### src/rtl/axis_arb_pkg.sv
// axis_arb_pkg: state encoding and width helper shared by the AXI-stream
// round-robin arbiter and its pick sub-module.
package axis_arb_pkg;

    localparam logic [0:0] ST_IDLE = 1'b0;
    localparam logic [0:0] ST_BUSY = 1'b1;

    typedef enum logic [0:0] {
        IDLE = ST_IDLE,
        BUSY = ST_BUSY
    } state_t;

    // Source-tag width; never narrower than one bit so ports stay legal.
    function automatic int id_w(input int n);
        return (n <= 2) ? 1 : $clog2(n);
    endfunction

endpackage

### src/rtl/axis_rr_arbiter_rr_pick.sv
// rr_pick: combinational rotate-and-priority-encode. Returns the first
// asserted request found searching upward from ptr, wrapping modulo N.
module rr_pick
    import axis_arb_pkg::*;
#(
    parameter int N    = 4,
    parameter int ID_W = id_w(N)
) (
    input  logic [N-1:0]    req,
    input  logic [ID_W-1:0] ptr,
    output logic [ID_W-1:0] gnt_idx,
    output logic            gnt_any
);

    logic [ID_W-1:0] idx;

    // Scan from farthest to nearest so the candidate closest to ptr is written last and wins.
    always_comb begin
        gnt_idx = '0;
        gnt_any = 1'b0;
        idx     = '0;
        for (int i = N - 1; i >= 0; i--) begin
            idx = ID_W'((int'(ptr) + i) % N);
            if (req[idx]) begin
                gnt_idx = idx;
                gnt_any = 1'b1;
            end
        end
    end

endmodule

### src/rtl/axis_rr_arbiter.sv
// axis_rr_arbiter: packet-level round-robin arbiter sharing one AXI-stream
// output between N requesters, with a registered output stage and a source
// tag (m_id) on every beat.
// Optional build macro AXIS_ARB_PRIO0_EN: input 0 becomes strict priority and
// its packets do not advance the round-robin pointer.
//
// state | meaning
// ------+-------------------------------------------------------------
// IDLE  | no grant held; this cycle picks the next grant (no beat moves)
// BUSY  | grant g held; beats of input g flow until its s_last is taken
module axis_rr_arbiter
    import axis_arb_pkg::*;
#(
    parameter int N     = 4,
    parameter int WIDTH = 8,
    parameter int ID_W  = id_w(N)
) (
    input  logic                      clk,
    input  logic                      rstn,
    input  logic [N-1:0]              s_valid,
    output logic [N-1:0]              s_ready,
    input  logic [N-1:0][WIDTH-1:0]   s_data,
    input  logic [N-1:0]              s_last,
    output logic                      m_valid,
    input  logic                      m_ready,
    output logic [WIDTH-1:0]          m_data,
    output logic                      m_last,
    output logic [ID_W-1:0]           m_id
);

    state_t          state;
    logic [ID_W-1:0] g;
    logic [ID_W-1:0] ptr;
    logic [ID_W-1:0] pick_idx;
    logic [ID_W-1:0] grant_idx;
    logic [ID_W-1:0] g_succ;
    logic            pick_any;
    logic            accept;
    logic            pkt_done;

    rr_pick #(
        .N    (N),
        .ID_W (ID_W)
    ) u_pick (
        .req     (s_valid),
        .ptr     (ptr),
        .gnt_idx (pick_idx),
        .gnt_any (pick_any)
    );

    // Apply the optional input-0 override on top of the round-robin pick.
    always_comb begin
`ifdef AXIS_ARB_PRIO0_EN
        grant_idx = s_valid[0] ? '0 : pick_idx;
`else
        grant_idx = pick_idx;
`endif
    end

    // Only the granted input sees ready, and only when the output stage can take a beat.
    always_comb begin
        s_ready = '0;
        if (rstn && (state == BUSY) && (!m_valid || m_ready)) begin
            s_ready[g] = 1'b1;
        end
    end

    assign accept   = s_valid[g] & s_ready[g];
    assign pkt_done = accept & s_last[g];
    assign g_succ   = (g == ID_W'(N - 1)) ? '0 : g + 1'b1;

    // Grant FSM and round-robin pointer; a grant is released only by its own s_last.
    always_ff @(posedge clk) begin
        if (!rstn) begin
            state <= IDLE;
            g     <= '0;
            ptr   <= '0;
        end else begin
            case (state)
                IDLE: begin
                    if (pick_any) begin
                        state <= BUSY;
                        g     <= grant_idx;
                    end
                end
                BUSY: begin
                    if (pkt_done) begin
                        state <= IDLE;
`ifdef AXIS_ARB_PRIO0_EN
                        if (g != '0) begin
                            ptr <= g_succ;
                        end
`else
                        ptr <= g_succ;
`endif
                    end
                end
                default: state <= IDLE;
            endcase
        end
    end

    // Output register: load on accept, drain on m_ready, hold while stalled.
    always_ff @(posedge clk) begin
        if (!rstn) begin
            m_valid <= 1'b0;
            m_data  <= '0;
            m_last  <= 1'b0;
            m_id    <= '0;
        end else if (accept) begin
            m_valid <= 1'b1;
            m_data  <= s_data[g];
            m_last  <= s_last[g];
            m_id    <= g;
        end else if (m_ready) begin
            m_valid <= 1'b0;
        end
    end

endmodule

### config.mk
export PLATFORM = sky130hd
export DESIGN_NAME = axis_rr_arbiter
export DESIGN_NICKNAME = d
export VERILOG_FILES = /design/src/rtl/axis_arb_pkg.sv /design/src/rtl/axis_rr_arbiter_rr_pick.sv /design/src/rtl/axis_rr_arbiter.sv
export SDC_FILE = /design/constraint.sdc
export NUM_CORES = 1
export LEC_CHECK = 0
export ABC_CLOCK_PERIOD_IN_PS = 2300
export CAP_MARGIN = 30
export CORE_UTILIZATION = 40
export DETAILED_ROUTE_END_ITERATION = 8
export GPL_ROUTABILITY_DRIVEN = 0
export PLACE_DENSITY_LB_ADDON = 0.05
export SKIP_CTS_REPAIR_TIMING = 1
export SKIP_LAST_GASP = 1
export SYNTH_ARGS = -nofsm -noshare
export SYNTH_HDL_FRONTEND = slang
export SYNTH_HIERARCHICAL = 1
export SYNTH_SLANG_ARGS = --single-unit
export TNS_END_PERCENT = 50
### constraint.sdc
create_clock -name clk -period 2.3 [get_ports clk]
set_input_delay 0.69 -clock clk [delete_from_list [all_inputs] [get_ports clk]]
set_output_delay 0.69 -clock clk [all_outputs]
set_load 0.005 [all_outputs]
Word level (Yosys, flattened, before mapping):

Index checks and enable logic that the tools add are counted.

* output and inout bits: 16
* word-level logic and storage cells: 62
* bits in registers: 17
* input port bits: 43

* reduce and logical (&&, ||, !) cells: 8
* $lt $le $gt $ge: 6
* bitwise operators: 3
* add/subtract/negate cells: 4
* muxes and demuxes: 33
* eq/ne operators: 1

Operators by type and width (number)
* $bmux 8 s2: 1
* $mux 1: 16
* $lt 2x3->1 const B: 5
* $bmux 1 s2: 7
* $mux 2: 5
* $mux 8: 1
* $add 2x1->2 const B: 2
* $add 2x2->2 const B: 2
* $mux 4: 1
* $reduce_and 2->1: 2
* $logic_and 1x1->1: 3
* $and 1x1->1: 2
* $demux 1 s2: 1
* $eq 2x2->1 const B: 1
* $ge 2x1->1 const B: 1
* $pmux 1 s2: 1
* $reduce_bool 2->1: 1
* $logic_not 1->1: 1
* $logic_or 1x1->1: 1
* $not 1->1: 1

Depth between registers and ports, before layout:

Gate-level depths: netlist (run 1).

* word-level depth: 11
* depth in mapped cells: 8
* mapped depth without buffers: 6

Hierarchy:

Netlist (run 1), hierarchy kept.

Modules (own cells, without submodules)
* axis_rr_arbiter: cells each 114, area each 1107.3 sq um, sequential area each 340.3 sq um, times used 1
* rr_pick: cells each 13, area each 77.6 sq um, sequential area each 0.0 sq um, times used 1

Worst setup path after synthesis (run 1):

Ideal clock, no wire load.

* path kind: input -> output
* start point: input rstn
* end point: output s_ready[0]
* path slack: 0.052 ns
* arrival: 1.558 ns
* data required time: 1.610 ns
* path buffers: 2
* cell stages on the path: 5
* cell sequence: buf_2 > nand2_1 > nor2_1 > clkbuf_1 > and2_1

* cells in the longest elaborated chain, start to end: 3

Ends and longest elaborated chain
* start, declared: RTL line axis_rr_arbiter.sv:19 `input logic rstn,`
* $logic_and 1x1->1 (2 in series): RTL line axis_rr_arbiter.sv:63 `if (rstn && (state == BUSY) && (!m_valid || m_ready)) begin`
* $mux 4: RTL line axis_rr_arbiter.sv:63
* end, declared: RTL line axis_rr_arbiter.sv:21 `output logic [N-1:0] s_ready,`

Every way passes these cells.

Final worst setup path (run 1):

* start point: input m_ready
* end point: output s_ready[2]

* cells in the longest elaborated chain, start to end: 3

Ends and longest elaborated chain
* start, declared: RTL line axis_rr_arbiter.sv:25 `input logic m_ready,`
* $logic_or 1x1->1: RTL line axis_rr_arbiter.sv:63
* $logic_and 1x1->1: RTL line axis_rr_arbiter.sv:63
* $mux 4: RTL line axis_rr_arbiter.sv:63

Every way passes these cells.

==> impl_results.md, run 1 <==
- Status: complete, no violations
- DRC: 0
- Final setup vio count: 0
- Slew headroom: a little over two thirds
- Net count, final: 244
- Clock Sinks: 17
- Tcrit/Tclk final: 98.2%
- Number of diodes: 0
- Register Area: 340 µm²
- CTS root buffer: clkbuf_4
- Seq/Total Area, Yosys: 28.7%
- CTS Buf Count: 3
- Clk_skew: around 5.3 ps
- Worst skew pair latency: 310 ps
- Least-Margin Pin Slew: 458 ps
- Clock slew at reported path FFs: 120 ps
- Crit path max fanout: 4
- Multiplexer share of the synthesized area: 24.3%
- Die X: 56.4 µm
- Avg Cell Area, Syn: a little over 9 µm²
- Finished Core Util: 69.0%
- Antenna violations before repair: 0
- P_leak: 0.000762 µW
- Placed instance area: 1860 µm²
- Max Cap Viol: 0
- Largest family of logic cells by synthesized area: multiplexers
- CTS tree: built
- Core Box Area: roughly 2800 µm²
- Multi-input logic area: 805 µm²
- Synth Cell Area: 1180 µm²
- Synth Area in Compound Gates: 17.3%
- Hold WS: 488 ps
- Net Sw Frac: 28.6%
- Fmax: 0.443 GHz
- Clock power share: 24.3%
- Clk buf depth: 2
- CP startpoint kind: input pin
- Grt ovf: 0
- HP Class: flop to flop
- Seq cells post-synth: 17
- Synth cell types: 28
- Post-DR vias/cell: 5.37
- CTS H-tree depth: 1
- Max Slew Vio Count: 0
- Syn_nets: 174
- Wirelength per Cell: approximately 14 µm
- RSZ-0062 raised after global routing: yes
- Post-route cell area: 1920 µm²
- Full die area: 3180 µm²
- Largest net degree at the start of global routing: 19
- Final Hold Fails: 0
- Reg power frac: between 40% and 50%
- VDD IR max: 0.300 mV
- Warnings from Yosys: 6
- Vias in the first global route: 1,169
- GR Util All Layers: 21.0%
- Antenna Nets Post-Route: 0
- WP data arrival: 1570 ps
- Power Total: 733 µW
- Xor and xnor area share after synthesis: 0%
- Crit. End Element: primary output
- Pint: around 520 µW
- Port Buffers: 58
- DP Wirelength: ~2500 µm
- Routed Wire Length: 3160 µm
- Fraction of layout cells with a size suffix above 1: about a fifth
- # IOs: 59
- Die Ht: 56.4 µm
- Layout fillers: roughly 230
- First-pass GRT wire length: between 5000 and 6000 µm
- Rows: 19
- Combinational share of power: 32.7%
- Synth-to-layout area growth: 61.9%
- Most frequent cells in the layout: clkdlybuf4s50_1, dfxtp_1, buf_4
- Setup Crit Path Kind: input pin to primary output
- Net Sw Power: 210 µW
- First-pass DRT Iterations: 4
- Critical Path RT: 1610 ps
- PD cells: 382 nW/µm²
- Vias: 1,220
- Fin crit period: 2260 ps
- Starting density of the core: 42.6%
- Cell count after synthesis: 127
- Setup TNS: 0 ps
- Iteration-0 DRC Markers: 29
- Most common cell after layout, fill and taps aside: clkdlybuf4s50_1
- Adder-cell share of the synthesized area: 4.22%
- Synth Area in Simple Gates: 21.2%
-- state kept, by name, summed over array words and instances, names as in the netlist --
| name | cells |
|---|---|
| m_data | 8 |
| g | 2 |
| m_id | 2 |
| ptr | 2 |
| m_last | 1 |
| m_valid | 1 |
| state | 1 |
-- through the flow --
stage | std cells | setup WS (ps)
after floorplan | 127 | 51.6
after global placement | 221 | -470
after detailed placement | 221 | -515
after CTS | 225 | -547
after global routing | 227 | -5.44
final | 227 | 41.2
-- power by group through the flow --
stage                     Combinational (µW)  Clock, µW  Sequential [µW]
after floorplan                          110          0              321
after global placement                   236          0              321
after detailed placement                 238          0              322
after CTS                                239        182              315
after global routing                     260        193              317
final                                    240        178              315
-- logic make-up after synthesis --
| group | Yosys count |
|---|---|
| buf+inv | 11 |
| mux | 15 |
| simple gates | 48 |
| fa+ha+maj | 4 |
| flops | 17 |
| compound gates | 32 |
-- routing by layer --
layer	wire, µm	up-vias	track usage [%]
met5	0	-	0
met4	41	0	7.32
met3	190	4	3.69
met2	1440	46	32.8
met1	1480	568	29.2
li1	-	602	-
-- layout make-up --
type	instances	share of cell area, %
multi-input cells	99	41.9
repair buffers	73	36.1
flip-flops and latches	17	17.7
well taps	31	2.02
clock buffers	3	1.17
inverters	3	0.587
clock inverters	1	0.391
-- worst max-delay path, cell delays in order --
cell and delay [ps]:
dlymetal6s2s_1 140, nor2b_2 140, nor2_2 40, buf_4 130, buf_4 140, and2_1 150
dlymetal6s2s_1 140
-- Yosys cell counts --
cell      count  share of area [%]
dfxtp_1      17                 29
nand3_1      12                5.1
a21boi_1     11                7.0
mux4_2       11                 21
o21ai_1      10                4.2
nand2_1       9                2.9
and2_1        8                4.2
nor2_1        7                2.2
buf_2         4                1.7
ha_1          4                4.2
mux2i_1       4                3.4
nor2b_1       4                2.1
o21ai_0       4                1.7
a21oi_1       3                1.3
clkbuf_1      3               0.95
nand2b_1      3                1.6
a211oi_1      2                1.3
a211oi_2      1                1.1
and2_0        1               0.53
buf_4         1               0.63
clkinv_1      1               0.32
inv_1         1               0.32
inv_2         1               0.32
nand3_2       1               0.84
nand3b_1      1               0.63
nor3b_1       1               0.63
o211a_1       1               0.84
or2_2         1               0.53
-- worst paths after layout --
kind	from	end	slack [ps]	depth (start not counted)
max	m_ready	s_ready[2]	40	7
max reg2reg	g[1]$_SDFFE_PN0P_	m_data[6]$_SDFFE_PN0P_	370	7
min reg2reg	m_data[4]$_SDFFE_PN0P_	m_data[4]$_SDFFE_PN0P_	490	2
min	m_data[4]$_SDFFE_PN0P_	m_data[4]$_SDFFE_PN0P_	490	2
Power figures use the tool's default switching activity.
==> run 2: changes to the inputs <==
Settings changed: CORE_ASPECT_RATIO from default to 0.75.
==> impl_results.md, run 2 (same netlist as run 1, synthesis figures left out) <==
- Status: complete, no violations
- CTS H-tree depth: 1
- Grt ovf: 0
- Net count, final: 245
- Clk_skew: 0.666 ps
- Slowest Stage Delay on Critical Path: about 150 ps
- Crit. End Element: primary output
- Wirelength per Cell: between 10 and 15 µm
- Synth-to-layout area growth: 62.9%
- Full die area: 3190 µm²
- Layout fillers: 211
- Iteration-0 DRC Markers: 75
- P_leak: roughly 0.00075 µW
- Least-Margin Pin Slew: 441 ps
- Worst path slowest cell: buf_4
- Fraction of layout cells with a size suffix above 1: a little over a fifth
- Placed instance area: 1880 µm²
- Core Box Area: 2700 µm²
- # IOs: 59
- Post-DR vias/cell: 5.28
- Critical Path RT: about 1600 ps
- VDD IR max: 0.289 mV
- Most frequent cells in the layout: clkdlybuf4s50_1, dfxtp_1, buf_4
- Family with the most delay on the worst path: buffers and inverters
- Hold WS: 477 ps
- Crit path max fanout: 5
- Routed Wire Length: about 3300 µm
- Final Hold Fails: 0
- Final setup vio count: 0
- Post-route cell area: 1930 µm²
- Clock slew at reported path FFs: 70 ps
- PD cells: 406 nW/µm²
- HP Class: flop to flop
- Worst skew pair latency: between 200 and 300 ps
- Largest net degree at the start of global routing: 19
- CTS Buf Count: 3
- Vias in the first global route: 1,261
- Max Cap Viol: 0
- Fin crit period: about 2100 ps
- Finished Core Util: between 70% and 80%
- CTS tree: built
- Number of diodes: 0
- Die X: 64.8 µm
- DP Wirelength: between 2000 and 3000 µm
- Register Area: around 340 µm²
- Rows: 16
- Most common cell after layout, fill and taps aside: clkdlybuf4s50_1
- Fmax: 0.474 GHz
- Multi-input logic area: 802 µm²
- DRC: 0
- Clock Sinks: 17
- First-pass DRT Iterations: 4
- RSZ-0062 raised after global routing: no
- Port Buffers: 58
- Max reg flops: 8
- Clk buf depth: 2
- CTS root buffer: clkbuf_8
- Slew headroom: a little over two thirds
- CP startpoint kind: input pin
- Antenna violations before repair: 0
- First-pass GRT wire length: 5550 µm
- Tcrit/Tclk final: 91.8%
- Antenna Nets Post-Route: 0
- Die Ht: 49.1 µm
- GR Util All Layers: 22.9%
- Max Slew Vio Count: 0
- Worst path bufs/invs: 3
- Vias: 1,230
- Sequence of cells on the critical path: dlymetal6s2s_1 > nor2b_2 > nor2_1 > buf_4 > and2_1 > buf_2
- Biggest register: m_data
- Starting density of the core: 43.8%
- Setup Crit Path Kind: input pin to primary output
- WP data arrival: 1420 ps
run 2: cell type report:
cell class / instances / area share, %
Multi-Input combinational cell: 99 / 41.5
Clock inverter: 1 / 0.259
Tap cell: 36 / 2.33
Sequential cell: 17 / 17.6
Inverter: 3 / 0.583
Clock buffer: 3 / 2.14
Timing Repair Buffer: 74 / 35.5
run 2: worst reg2reg max path: cells and delay by family (launching register included):
kind,cells,cell delay (ps)
adder cells (fa/ha/maj),1,220
flip-flops,1,350
AND/OR/NAND/NOR,2,320
multiplexers,2,700
buffers and inverters,2,350
run 2: per-layer routing:
layer  track usage (%)  routed length, µm  part of all wire, %
met4              3.33                  8                 0.24
met5                 0                  0                    0
met1              29.6               1370                   42
met2              38.2               1620                   49
met3              6.78                275                  8.4
run 2: worst paths after layout:
check                                          from                  end  slack, ps  depth (start not counted)
worst max-delay path                        m_ready           s_ready[2]        190                          6
worst min-delay path            m_last$_SDFFE_PN0P_  m_last$_SDFFE_PN0P_        480                          2
worst max register to register    g[0]$_SDFFE_PN0P_  ptr[0]$_SDFFE_PN0P_        300                          7
worst min register to register  m_last$_SDFFE_PN0P_  m_last$_SDFFE_PN0P_        480                          2
run 2: metrics by stage:
step / std cells / setup TNS (ps) / total power, µW / setup slack [ps]
4_1_cts: 232 / -2000 / 791 / -508
3_5_place_dp: 228 / -1940 / 562 / -492
5_1_grt: 233 / 0 / 827 / 142
3_3_place_gp: 228 / -1910 / 557 / -479
2_1_floorplan: 127 / 0 / 431 / 51.6
6_report: 233 / 0 / 785 / 189
run 2: power breakdown:
group	switching [µW]	total (µW)	internal, µW
Clock	109	229	120
Combinational	88.9	240	151
Sequential	9.97	316	306
Total	207	785	577
==> run 3: changes to the inputs <==
Settings changed: PLACE_DENSITY from default to 0.8, PLACE_DENSITY_LB_ADDON 0.05 to default.
==> impl_results.md, run 3 (same netlist as run 1, synthesis figures left out) <==
- # IOs: 59
- CTS root buffer: clkbuf_8
- First-pass GRT wire length: 5360 µm
- Rows: 16
- GR Util All Layers: 21.8%
- Met3 WL: 292 µm
- Most common cell after layout, fill and taps aside: clkdlybuf4s50_1
- Status: complete, no violations
- Fmax: 0.441 GHz
- VDD IR max: roughly 0.23 mV
- Crit path max fanout: 3
- Fin crit period: 2270 ps
- Number of diodes: 0
- DP Wirelength: around 2700 µm
- Crit. End Element: primary output
- Post-DR vias/cell: 5.37
- First-pass DRT Iterations: 4
- CP startpoint kind: input pin
- M1 WL: between 1000 and 1500 µm
- Critical R2R Capture: m_data[3]$_SDFFE_PN0P_
- Final Hold Fails: 0
- HP Class: flop to flop
- Wirelength per Cell: 14.4 µm
- CTS Buf Count: 3
- CTS H-tree depth: 1
- Antenna Nets Post-Route: 0
- CTS tree: built
- Least-Margin Pin Slew: 293 ps
- Die X: 64.8 µm
- Vias in the first global route: 1,232
- Antenna violations before repair: 0
- Reg2reg start: g[0]$_SDFFE_PN0P_
- Die Ht: 49.1 µm
- Max Cap Viol: 0
- Biggest register: m_data
- Hold WS: 484 ps
- Most frequent cells in the layout: clkdlybuf4s50_1, buf_4, dfxtp_1
- Tcrit/Tclk final: 98.5%
- Worst skew pair latency: 250 ps
- Iteration-0 DRC Markers: 64
- Critical Path RT: 1610 ps
- Metal2 WL: 1720 µm
- Routed Wire Length: around 3400 µm
- Max Slew Vio Count: 0
- Slew headroom: 80.3%
- Clock slew at reported path FFs: 70 ps
- Clock Sinks: 17
- Worst Reg-to-Reg Cells: 7
- DRC: 0
- Setup Crit Path Kind: input pin to primary output
- Largest net degree at the start of global routing: 19
- Net count, final: roughly 250
- Power Total: 784 µW
- Fraction of layout cells with a size suffix above 1: 19.1%
- WHS Path Cells: 2
- WP data arrival: 1580 ps
- Worst Hold Path EP: m_data[0]$_SDFFE_PN0P_
- Clk_skew: about 4 ps
- Vias: roughly 1,300
- Max reg flops: 8
- Reg-to-reg slack, setup: between 150 and 200 ps
- Starting density of the core: a little over two fifths
- RSZ-0062 raised after global routing: no
- Core Box Area: 2700 µm²
- Synth-to-layout area growth: 66.3%
- Final setup vio count: 0
- Grt ovf: 0
- Max layer used: met4
- Clk buf depth: 2
- Full die area: around 3200 µm²
- Port Buffers: 58
- PD cells: 398 nW/µm²
- Hold_sp: m_data[0]$_SDFFE_PN0P_
- P_leak: 0.000822 µW
run 3: layout make-up:
cell class | count | area, µm²
Clock buffer | 3 | 41.3
Clock inverter | 1 | 5.00
Fill cell | 202 | 732
Inverter | 3 | 11.3
Multi-Input combinational cell | 99 | 797
Sequential cell | 17 | 340
Tap cell | 36 | 45.0
Timing Repair Buffer | 76 | 731
run 3: where the power goes:
part	switching [µW]	internal [µW]	total (µW)
sequential	9.68	306	316
clock	98.9	120	219
combinational	92.6	156	249
run 3: worst max path at each step:
stage | from | to | slack [ps] | cells after the start
5_1_grt | m_ready | s_ready[3] | 2 | 7
3_5_place_dp | rstn | s_ready[3] | -490 | 6
4_1_cts | rstn | s_ready[3] | -520 | 6
6_report | m_ready | s_ready[3] | 30 | 7
3_3_place_gp | rstn | s_ready[3] | -490 | 6
2_1_floorplan | rstn | s_ready[0] | 50 | 5
run 3: critical path, stage by stage:
cell            delay (ps)
dlymetal6s2s_1         130
nor2b_2                130
nor2_1                  60
buf_4                  140
buf_4                  130
and2_1                 150
dlymetal6s2s_1         140
run 3: per-stage QoR:
step | std cells | setup TNS (ps) | area [µm²] | worst slack [ps] | util, %
floorplan | 127 | 0 | 1180 | 51.6 | -
global placement | 230 | -1960 | 1900 | -491 | 70.3
detailed placement | 230 | -2000 | 1900 | -490 | 70.3
CTS | 234 | -2030 | 1950 | -519 | 72.0
global route | 235 | 0 | 1970 | 1.92 | 72.9
finish | 235 | 0 | 1970 | 34.1 | 72.9
run 3: metal layers:
layer	vias up	global-route usage [%]
met5	-	0
met3	4	4.67
li1	608	-
met2	71	38.7
met4	0	6.67
met1	578	26.2
